--- src/rtl/can_reg_pkg.sv ---
// ----------------------------------------------------------------------------
// can_reg_pkg
//   Shared types and constants for the CAN register-bank write path.
//   - reg_arb_state_t : arbiter FSM states (IDLE waits for a request, COMMIT
//                       presents the single-cycle write/ack to the bank).
//   - reg_src_t       : which requester owns the current write.
//   - Default geometry of the bank and the default config-register lock mask
//     (registers that the host may only write while in reset mode).
// ----------------------------------------------------------------------------
package can_reg_pkg;

  localparam int          CAN_REG_ADDR_W     = 5;
  localparam int          CAN_REG_DATA_W     = 8;
  localparam int          CAN_REG_NUM_REGS   = 32;
  localparam int          CAN_REG_STREAK_MAX = 4;
  localparam logic [31:0] CAN_REG_LOCK_MASK  = 32'h0000_01F0;

  typedef enum logic {
    IDLE   = 1'b0,
    COMMIT = 1'b1
  } reg_arb_state_t;

  typedef enum logic {
    SRC_HOST = 1'b0,
    SRC_CORE = 1'b1
  } reg_src_t;

  // Increment that sticks at all-ones instead of wrapping.
  function automatic logic [7:0] sat_inc8(input logic [7:0] v);
    return (v == 8'hFF) ? v : v + 8'd1;
  endfunction

endpackage

--- src/rtl/can_reg_addr_decode.sv ---
// ----------------------------------------------------------------------------
// can_reg_addr_decode
//   Purely combinational address decoder for the register bank.
//   Ports:
//     addr      in   ADDR_W     target register address
//     we_onehot out  NUM_REGS   one-hot select, all zero when out of range
//     in_range  out  1          1 when addr < NUM_REGS
// ----------------------------------------------------------------------------
module can_reg_addr_decode
  import can_reg_pkg::*;
#(
  parameter int ADDR_W   = CAN_REG_ADDR_W,
  parameter int NUM_REGS = CAN_REG_NUM_REGS
) (
  input  logic [ADDR_W-1:0]   addr,
  output logic [NUM_REGS-1:0] we_onehot,
  output logic                in_range
);

  always_comb begin
    // NOTE: every output of a combinational block gets a default first, so
    // no path through the block leaves it unassigned and infers a latch.
    we_onehot = '0;
    in_range  = (32'(addr) < 32'(NUM_REGS));
    for (int i = 0; i < NUM_REGS; i++) begin
      if (32'(addr) == 32'(i)) we_onehot[i] = 1'b1;
    end
  end

endmodule

--- src/rtl/can_reg_wr_arbiter.sv ---
// ----------------------------------------------------------------------------
// can_reg_wr_arbiter
//   Serialises register-bank writes from the host bus and the CAN core,
//   decodes the winning address into a one-hot write enable and rejects
//   illegal writes (out-of-range address, or a host write to a lock-masked
//   config register while the controller is not in reset mode).
//
//   The write decision is taken at the IDLE->COMMIT edge from the values
//   presented in the IDLE cycle (address, data, source and reset_mode), and
//   is held in the output flops for the single COMMIT cycle. A change of
//   reset_mode during COMMIT therefore cannot affect the write in flight.
//
//   Ports:
//     clk, rst_sync_n        clock, synchronous active-low reset
//     reset_mode             controller reset-mode flag
//     host_req/addr/wdata    host write request (held until host_ack)
//     host_ack, host_err     1-cycle completion pulse, error qualifier
//     core_req/addr/wdata    core write request (held until core_ack)
//     core_ack, core_err     1-cycle completion pulse, error qualifier
//     reg_we, reg_wdata      one-hot write enable and data to the bank
//     rej_cnt, rej_clr       saturating reject counter and its clear
//     busy                   1 while a write is being committed
// ----------------------------------------------------------------------------
module can_reg_wr_arbiter
  import can_reg_pkg::*;
#(
  parameter int          ADDR_W     = CAN_REG_ADDR_W,
  parameter int          DATA_W     = CAN_REG_DATA_W,
  parameter int          NUM_REGS   = CAN_REG_NUM_REGS,
  parameter int          STREAK_MAX = CAN_REG_STREAK_MAX,
  parameter logic [31:0] LOCK_MASK  = CAN_REG_LOCK_MASK
) (
  input  logic                clk,
  input  logic                rst_sync_n,
  input  logic                reset_mode,
  input  logic                host_req,
  input  logic [ADDR_W-1:0]   host_addr,
  input  logic [DATA_W-1:0]   host_wdata,
  output logic                host_ack,
  output logic                host_err,
  input  logic                core_req,
  input  logic [ADDR_W-1:0]   core_addr,
  input  logic [DATA_W-1:0]   core_wdata,
  output logic                core_ack,
  output logic                core_err,
  output logic [NUM_REGS-1:0] reg_we,
  output logic [DATA_W-1:0]   reg_wdata,
  output logic [7:0]          rej_cnt,
  input  logic                rej_clr,
  output logic                busy
);

  localparam int STREAK_W = $clog2(STREAK_MAX + 1);
  localparam logic [STREAK_W-1:0] STREAK_TOP = STREAK_W'(STREAK_MAX);

  reg_arb_state_t      state_q,     state_d;
  logic [STREAK_W-1:0] streak_q,    streak_d;
  logic [7:0]          rej_cnt_q,   rej_cnt_d;
  logic [NUM_REGS-1:0] reg_we_q,    reg_we_d;
  logic [DATA_W-1:0]   reg_wdata_q, reg_wdata_d;
  logic                host_ack_q,  host_ack_d;
  logic                host_err_q,  host_err_d;
  logic                core_ack_q,  core_ack_d;
  logic                core_err_q,  core_err_d;
  logic                busy_q,      busy_d;

  // Winner selection. The core has priority, except that once it has been
  // granted STREAK_MAX times in a row over a waiting host, the host wins.
  reg_src_t            win_src;
  logic [ADDR_W-1:0]   win_addr;
  logic [DATA_W-1:0]   win_wdata;
  logic [NUM_REGS-1:0] win_onehot;
  logic                win_in_range;
  logic                win_locked;
  logic                win_legal;
  logic                grant;
  logic                reject;

  always_comb begin
    win_src   = (host_req && (!core_req || streak_q == STREAK_TOP)) ? SRC_HOST
                                                                   : SRC_CORE;
    win_addr  = (win_src == SRC_HOST) ? host_addr  : core_addr;
    win_wdata = (win_src == SRC_HOST) ? host_wdata : core_wdata;
  end

  can_reg_addr_decode #(
    .ADDR_W   (ADDR_W),
    .NUM_REGS (NUM_REGS)
  ) u_decode (
    .addr      (win_addr),
    .we_onehot (win_onehot),
    .in_range  (win_in_range)
  );

  // Core writes are never locked; the lock only gates host writes to config
  // registers while the controller is running (reset_mode=0).
  assign win_locked = (win_src == SRC_HOST) && LOCK_MASK[win_addr] && !reset_mode;
  assign win_legal  = win_in_range && !win_locked;

  // Requests are only sampled in IDLE, so a req held through COMMIT is not
  // granted a second time.
  assign grant = (state_q == IDLE) && (host_req || core_req);

  always_comb begin
    state_d     = state_q;
    streak_d    = streak_q;
    reg_we_d    = '0;
    reg_wdata_d = reg_wdata_q;
    host_ack_d  = 1'b0;
    host_err_d  = 1'b0;
    core_ack_d  = 1'b0;
    core_err_d  = 1'b0;
    busy_d      = 1'b0;
    reject      = 1'b0;

    unique case (state_q)
      IDLE: begin
        if (grant) begin
          state_d = COMMIT;
          busy_d  = 1'b1;
          if (win_legal) begin
            reg_we_d    = win_onehot;
            reg_wdata_d = win_wdata;
          end else begin
            reject = 1'b1;
          end

          if (win_src == SRC_HOST) begin
            host_ack_d = 1'b1;
            host_err_d = !win_legal;
            streak_d   = '0;
          end else begin
            core_ack_d = 1'b1;
            core_err_d = !win_legal;
            // Only consecutive core grants that make the host wait count.
            if (!host_req)                    streak_d = '0;
            else if (streak_q != STREAK_TOP)  streak_d = streak_q + 1'b1;
          end
        end
      end
      COMMIT: begin
        state_d = IDLE;
      end
      default: state_d = IDLE;
    endcase

    // Clear wins over a coincident reject.
    if (rej_clr)     rej_cnt_d = '0;
    else if (reject) rej_cnt_d = sat_inc8(rej_cnt_q);
    else             rej_cnt_d = rej_cnt_q;
  end

  always_ff @(posedge clk) begin
    if (!rst_sync_n) begin
      state_q     <= IDLE;
      streak_q    <= '0;
      rej_cnt_q   <= '0;
      reg_we_q    <= '0;
      reg_wdata_q <= '0;
      host_ack_q  <= 1'b0;
      host_err_q  <= 1'b0;
      core_ack_q  <= 1'b0;
      core_err_q  <= 1'b0;
      busy_q      <= 1'b0;
    end else begin
      // NOTE: non-blocking assignments in clocked blocks so every flop
      // samples the pre-edge value of its neighbours, independent of order.
      state_q     <= state_d;
      streak_q    <= streak_d;
      rej_cnt_q   <= rej_cnt_d;
      reg_we_q    <= reg_we_d;
      reg_wdata_q <= reg_wdata_d;
      host_ack_q  <= host_ack_d;
      host_err_q  <= host_err_d;
      core_ack_q  <= core_ack_d;
      core_err_q  <= core_err_d;
      busy_q      <= busy_d;
    end
  end

  assign host_ack  = host_ack_q;
  assign host_err  = host_err_q;
  assign core_ack  = core_ack_q;
  assign core_err  = core_err_q;
  assign reg_we    = reg_we_q;
  assign reg_wdata = reg_wdata_q;
  assign rej_cnt   = rej_cnt_q;
  assign busy      = busy_q;

endmodule

--- config.mk ---
export PLATFORM = sky130hd
export DESIGN_NAME = can_reg_wr_arbiter
export DESIGN_NICKNAME = d
export VERILOG_FILES = /design/src/rtl/can_reg_pkg.sv /design/src/rtl/can_reg_addr_decode.sv /design/src/rtl/can_reg_wr_arbiter.sv
export SDC_FILE = /design/constraint.sdc
export NUM_CORES = 1
export LEC_CHECK = 0
export CAP_MARGIN = 20
export CORE_ASPECT_RATIO = 1.1
export CORE_MARGIN = 2
export CORE_UTILIZATION = 44
export CTS_BUF_LIST = sky130_fd_sc_hd__clkbuf_8
export DETAILED_ROUTE_END_ITERATION = 10
export PLACE_DENSITY = 0.88
export SYNTH_ARGS = -nofsm -noshare
export SYNTH_HDL_FRONTEND = slang
export SYNTH_SLANG_ARGS = --single-unit
--- constraint.sdc ---
create_clock -name clk -period 2.3 [get_ports clk]
set_clock_uncertainty 0.2 [all_clocks]
set_input_delay 0.46 -clock clk [delete_from_list [all_inputs] [get_ports clk]]
set_output_delay 0.46 -clock clk [all_outputs]
set_load 0.01 [all_outputs]
# --- Word level (Yosys, flattened, before mapping) ---
# Memory sizes are Yosys's and may differ from the RTL's.
# Cells that the tools add are included.
totals:
  output_inout_bits: 53
  ramBits: 0
  rom_bits: 32
  latchBits: 0
  wordCells: 118
  inputBits: 32
  register_bits: 57
  mem_count: 1
classes:
  magnitude_cmp: 1
  n_mul: 0
  n_eq_ne: 35
  add_sub_neg: 2
  n_bitwise: 6
  mux: 45
  n_div: 0
  n_reduce_logical: 18
  n_shift: 0
mem_list:
  columns: ["memory", "depth", "word_bits", "read_ports", "rd_ports_with_merged_regs", "write_ports", "line_no", "text"]
  rows:
  - ["(no name shown)", 32, 1, 1, 0, 0, "can_reg_wr_arbiter.sv:97", "assign win_locked = (win_src == SRC_HOST) && LOCK_MASK[win_addr] && !reset_mode;"]
op_table:
  columns: ["op", "count"]
  rows:
  - ["== test 5 bit, second input constant", 16]
  - ["== test 5 x 4 -> 1 bit, second input constant", 8]
  - ["2-to-1 mux 1 bit", 39]
  - ["== test 5 x 3 -> 1 bit, second input constant", 4]
  - ["OR reduction 4 bit", 3]
  - ["== test 5 x 2 -> 1 bit, second input constant", 2]
  - ["2-to-1 mux 3 bit", 3]
  - ["adder 8 x 1 -> 8 bit, second input constant", 1]
  - ["== test 8 bit, second input constant", 1]
  - ["2-to-1 mux 8 bit", 1]
  - ["< comparator 5 x 6 -> 1 bit, second input constant", 1]
  - ["NOT 1 bit", 6]
  - ["AND reduction 3 bit", 2]
  - ["== test 5 x 1 -> 1 bit, second input constant", 1]
  - ["zero test 5 bit", 1]
  - ["2-to-1 mux 5 bit", 1]
  - ["logical AND 1 bit", 4]
  - ["OR reduction 2 bit", 2]
  - ["adder 3 x 1 -> 3 bit, second input constant", 1]
  - ["== test 3 bit, second input constant", 1]
  - ["inequality test 3 x 1 -> 1 bit, second input constant", 1]
  - ["inequality test 3 bit, second input constant", 1]
  - ["OR reduction 3 bit", 1]
  - ["zero test 1 bit", 2]
  - ["3 further kinds", 4]

# --- Longest topological paths before layout ---
logic_depth:
  depth_word: 12
  ltp_mapped: 8
  depth_no_buf: 6

# --- Cells and area by module ---
# Synthesis repeated with hierarchy kept, for this count alone.
unflattened:
  hier_cells: 266
  area_unflattened_um2: 2304.7
by_module_without_submodules:
  columns: ["module", "cells_per_inst", "n_inst", "area_each_um2"]
  rows:
  - ["can_reg_wr_arbiter", 217, 1, 2072.0]
  - ["can_reg_addr_decode", 49, 1, 232.7]

# --- Worst setup path after synthesis ---
# No wires, ideal clock.
synth_path:
  path_kind: "flip-flop to flip-flop"
  from: "register streak_q[0]"
  to: "register reg_we_q[25] (netlist: reg_we[25])"
  setup_ns: 0.079
  path_slack_ns: 0.377
  arrival_time_ns: 1.644
  path_stages_with_launch: 8
  synth_period_minus_slack_ns: 1.923
  path_cell_list: "dfxtp_1 > inv_1 > ha_1 > a21boi_1 > o21ai_0 > a21o_1 > buf_2 > nor3_1"
synth_between:
  elab_chain_cells: 9
  word_cells_on_any_way: 11
  classes_between: "eq/ne: 2; mux: 3; reduce/logical: 5; memory: 1"
synth_lines:
  columns: ["item", "line_no", "text"]
  rows:
  - ["start, declared", "can_reg_wr_arbiter.sv:57", "logic [STREAK_W-1:0] streak_q, streak_d;"]
  - ["start signal, assigned", "can_reg_wr_arbiter.sv:169", "streak_q <= streak_d;"]
  - ["== test 3 bit (*)", "can_reg_wr_arbiter.sv:80", "win_src = (host_req && (!core_req || streak_q == STREAK_TOP)) ? SRC_HOST"]
  - ["logical OR 1 bit (*)", "can_reg_wr_arbiter.sv:80", null]
  - ["logical AND 1 bit (*)", "can_reg_wr_arbiter.sv:80", null]
  - ["2-to-1 mux 5 bit", "can_reg_wr_arbiter.sv:82", "win_addr = (win_src == SRC_HOST) ? host_addr : core_addr;"]
  - ["memory read (32 x 1 bit)", null, null]
  - ["2-to-1 mux 1 bit (not written as such)", "can_reg_wr_arbiter.sv:97", null]
  - ["logical AND 1 bit (2 in series)", "can_reg_wr_arbiter.sv:97", null]
  - ["OR reduction 4 bit (no source line)", null, null]
  - ["end signal, assigned", "can_reg_wr_arbiter.sv:171", "reg_we_q <= reg_we_d;"]
  - ["end, declared", "can_reg_wr_arbiter.sv:59", "logic [NUM_REGS-1:0] reg_we_q, reg_we_d;"]
# Every way passes the cells marked *; elsewhere a longest branch is shown, timed or not. The select of a mux whose other input is x is not followed.
# A chain may end at the register's enable or synchronous reset.

# --- Worst setup path after layout ---
layout_path:
  from: "input port host_addr[3]"
  to: "register reg_we_q[2] (netlist: reg_we[2])"
layout_between:
  elab_chain_cells: 6
  word_cells_on_any_way: 8
  classes_between: "eq/ne: 1; mux: 3; reduce/logical: 3; memory: 1"
layout_lines:
  columns: ["item", "line_no", "text"]
  rows:
  - ["start, declared", "can_reg_wr_arbiter.sv:37", "input logic [ADDR_W-1:0] host_addr,"]
  - ["2-to-1 mux 5 bit (*)", "can_reg_wr_arbiter.sv:82", null]
  - ["memory read (32 x 1 bit)", null, null]
  - ["2-to-1 mux 1 bit (not written as such)", "can_reg_wr_arbiter.sv:97", null]
  - ["logical AND 1 bit (2 in series)", "can_reg_wr_arbiter.sv:97", null]
  - ["OR reduction 4 bit (no source line)", null, null]
# Marked as above.

==> metrics.md <==
| Metric | Value |
|---|---|
| Status | finished, final reports clean |
| Antenna Nets Post-Route | 0 |
| Warnings from Yosys | 0 |
| Final min period | 2238 ps |
| Worst EP arrival | 2260 ps |
| XOR/XNOR share of the synthesized area | 0.4086% |
| Compound-Gate Fraction of Synth Area | 19.56% |
| Via count | 2303 |
| Worst path required time | 2330 ps |
| Filler cell count | 357 |
| Simple-Gate Fraction of Synth Area | 22.24% |
| Syn nets | 271 |
| Die Y | 77.20 µm |
| R2R depth | 8 |
| Startpoint Class | input port |
| CTS tree | yes |
| P_int | 1375 µW |
| Total GRT Usage | 23.78% |
| R2R Path Start | streak_q[0] |
| Total Power | 1870 µW |
| Layout cells sized above 1 | 14.53% |
| Top cell type's share of synthesized area | 52.31% |
| R2R Setup Slk | 190 ps |
| Register area share after synthesis | 52.31% |
| Multi-input logic area | 984.7 µm² |
| Longest Clk Path Bufs | 2 |
| Syn Inst Count | 236 |
| Crit-path max FO | 12 |
| Mapped Area | 2143 µm² |
| Hold Path Origin | streak_q[0] |
| Initial antenna violation count | 0 |
| Congestion Overflow GR | 0 |
| Endpoints failing setup | 0 |
| Critical path, cell by cell | clkdlybuf4s50_1 -> and2b_1 -> o2111ai_4 -> buf_4 -> nand4_1 -> buf_4 -> nor3_1 |
| PD cells | 550.2 nW/µm² |
| N_diodes | 0 |
| Multiplexer share of the synthesized area | 0% |
| Core box area | 4684 µm² |
| Combinational power share | 17.0% |
| Max_slew headroom | 60.45% |
| Syn avg cell area | 9.082 µm² |
| Top FF cell, synth | dfxtp_1 |
| Slew @ Worst Pin | 590.4 ps |
| Hold Path Stages | 2 |
| Final wirelength | 6481 µm |
| EDFF count, synth | 0 |
| Largest net degree at the start of global routing | 19 |
| I/O Buffers | 84 |
| Die X-Extent | 70.55 µm |
| Via density | 5.658 |
| Post-synth ARST share | 0% |
| Sequential Power Share | 53.9% |
| First-pass GRT wire length | 10350 µm |
| Top-count cell post-synth | dfxtp_1 |
| Largest family of logic cells by synthesized area | simple AND/OR/NAND/NOR gates |
| Register bit total from synthesis | 56 |
| Critical path class | in -> reg |
| Final Hold Viols | 0 |
| Cell taking the most area after synthesis | dfxtp_1 |
| Register area | 1121 µm² |
| Number of max-cap violations | 0 |
| CTS Sinks | 56 |
| Crit path buf inv count | 3 |
| Initial Util | 45.75% |
| Switching fraction of total power | 26.46% |
| CP Capture Type | flop |
| Fin crit share | 97.30% |
| Routed WL per cell | 15.92 µm |
| Max incr delay on CP | 510 ps |
| Clk_lat worst skew | 310 ps |
| Synth Area in Adders | 1.751% |
| Pre-antenna DRT Iters | 6 |
| # nets final | 385 |
| Cell mode on critical path | buf_4 |
| Area grow syn2layout | 58.55% |
| Hold Path Sink | streak_q[0] |
| Max H-tree Level | 2 |
| Critical path's slowest cell | clkdlybuf4s50_1 |
| Clock slew at reported path FFs | 110 ps |
| Yosys cell types | 44 |
| Net Sw Power | 494.7 µW |
| FF-to-FF End | reg_we[2] |
| Io pins | 85 |
| HP Class | reg -> reg |
| Slew Viols, Final | 0 |
| Hold WS | 286.1 ps |
| LEAKAGE | 0.001251 µW |
| DR DRC count | 0 |
| Clk network pwr share | 29.1% |
| Crit path max-delay family | buffers and inverters |
| Clock tree root buffer cell | clkbuf_8 |
| Die ar. | 5446 µm² |
| CTS Buf Count | 5 |
| Max IR drop VDD | 0.0004237 V |
| HPWL after DPL | 4808 µm |
| Vias in the first global route | 2208 |
| Achievable frequency | 446.8 MHz |
| Post-synth top cells | dfxtp_1, nand2_1, nor3_1 |
| Row count | 26 |
| Top post-synthesis cells by area | dfxtp_1, nor3_1, a21oi_1, nand2_1, nor2_1 |
| Gpl congestion | 0.9126 |
| Initial DRC count | 216 |
## layout make-up
class	count	area share (%)
flip-flops and latches	56	32.99
repair buffers	117	32.40
multi-input cells	162	28.98
well taps	56	2.062
clock buffers	5	2.025
inverters	8	0.8837
clock inverters	3	0.6627
## worst max path at each step
stage / slack, ps / end / start / cells past startpoint
after floorplan: 380 / reg_we[25] / streak_q[0] / 7
after global placement: -260 / rej_cnt[2] / host_addr[2] / 7
after detailed placement: -340 / rej_cnt[7] / host_addr[2] / 5
after CTS: 60 / rej_cnt[5] / host_addr[2] / 5
after global routing: -0.6 / reg_we[2] / host_addr[3] / 7
final: 60 / reg_we[2] / host_addr[3] / 7
## kinds of logic after synthesis
group	Yosys count
AND/OR/NAND/NOR	95
AO/OA/AOI/OAI	62
flip-flops	56
buffers and inverters	18
adder cells (fa/ha/maj)	3
XOR/XNOR	1
other	1
## sequential cells by signal (all words and copies together) (netlist names)
register and count:
reg_we 32, reg_wdata 8, rej_cnt 8, streak_q 3, busy 1, core_ack 1
core_err 1, host_ack 1, host_err 1
## per-layer routing
layer | share of wire, % | vias up | track usage, %
met5 | 0 | - | 0
met3 | 7.1 | 17 | 5.650
met2 | 52 | 119 | 43.68
li1 | - | 1081 | -
met4 | 2.4 | 0 | 9.623
met1 | 39 | 1086 | 25.89
## tightest hold or removal path, stage by stage, from the launching register on
cell and delay (ps):
dfxtp_1 340, nand2_1 60, a21oi_1 50
## power by group through the flow
stage          registers (µW)  clock network, µW  logic, µW
3_3_place_gp             1030                  0        294
6_report                 1010                545        317
3_5_place_dp             1030                  0        302
5_1_grt                  1010                585        340
2_1_floorplan            1040                  0        112
4_1_cts                  1010                547        308
## metrics by stage
stage	setup slack, ps	instance area [µm²]	setup TNS (ps)	std cells	util, %
floorplan	376.9	2143	0	236	-
detailed placement	-336.1	3268	-10060	399	69.77
CTS	56.07	3371	0	407	71.96
global placement	-258.4	3268	-7339	399	69.77
global route	-0.5860	3398	-0.5860	407	72.54
finish	62.11	3398	0	407	72.54
## placed cells by master, fill, tap and decap left out, types with 3 or more instances in the layout
cell | Yosys | layout
a21oi_1 | 23 | 23
a311oi_1 | 8 | 8
buf_4 | 1 | 32
clkbuf_8 | 0 | 5
clkdlybuf4s50_1 | 0 | 84
dfxtp_1 | 56 | 56
ha_1 | 3 | 3
inv_1 | 8 | 8
nand2_1 | 28 | 28
nand3_1 | 4 | 4
nor2_1 | 19 | 17
nor3_1 | 24 | 24
o21ai_0 | 7 | 6
o31ai_1 | 4 | 4
or3_1 | 3 | 3
or4_1 | 4 | 4
## repair_timing
action / CTS / global route
cloned: 0 / 0
buffers inserted: 0 / 0
pin swaps: 0 / 1
endpoints found under the setup margin: 3 / 42
resized for setup: 1 / 7
hold buffers: 0 / 0
Note: power is estimated with default switching activity, not from simulation.
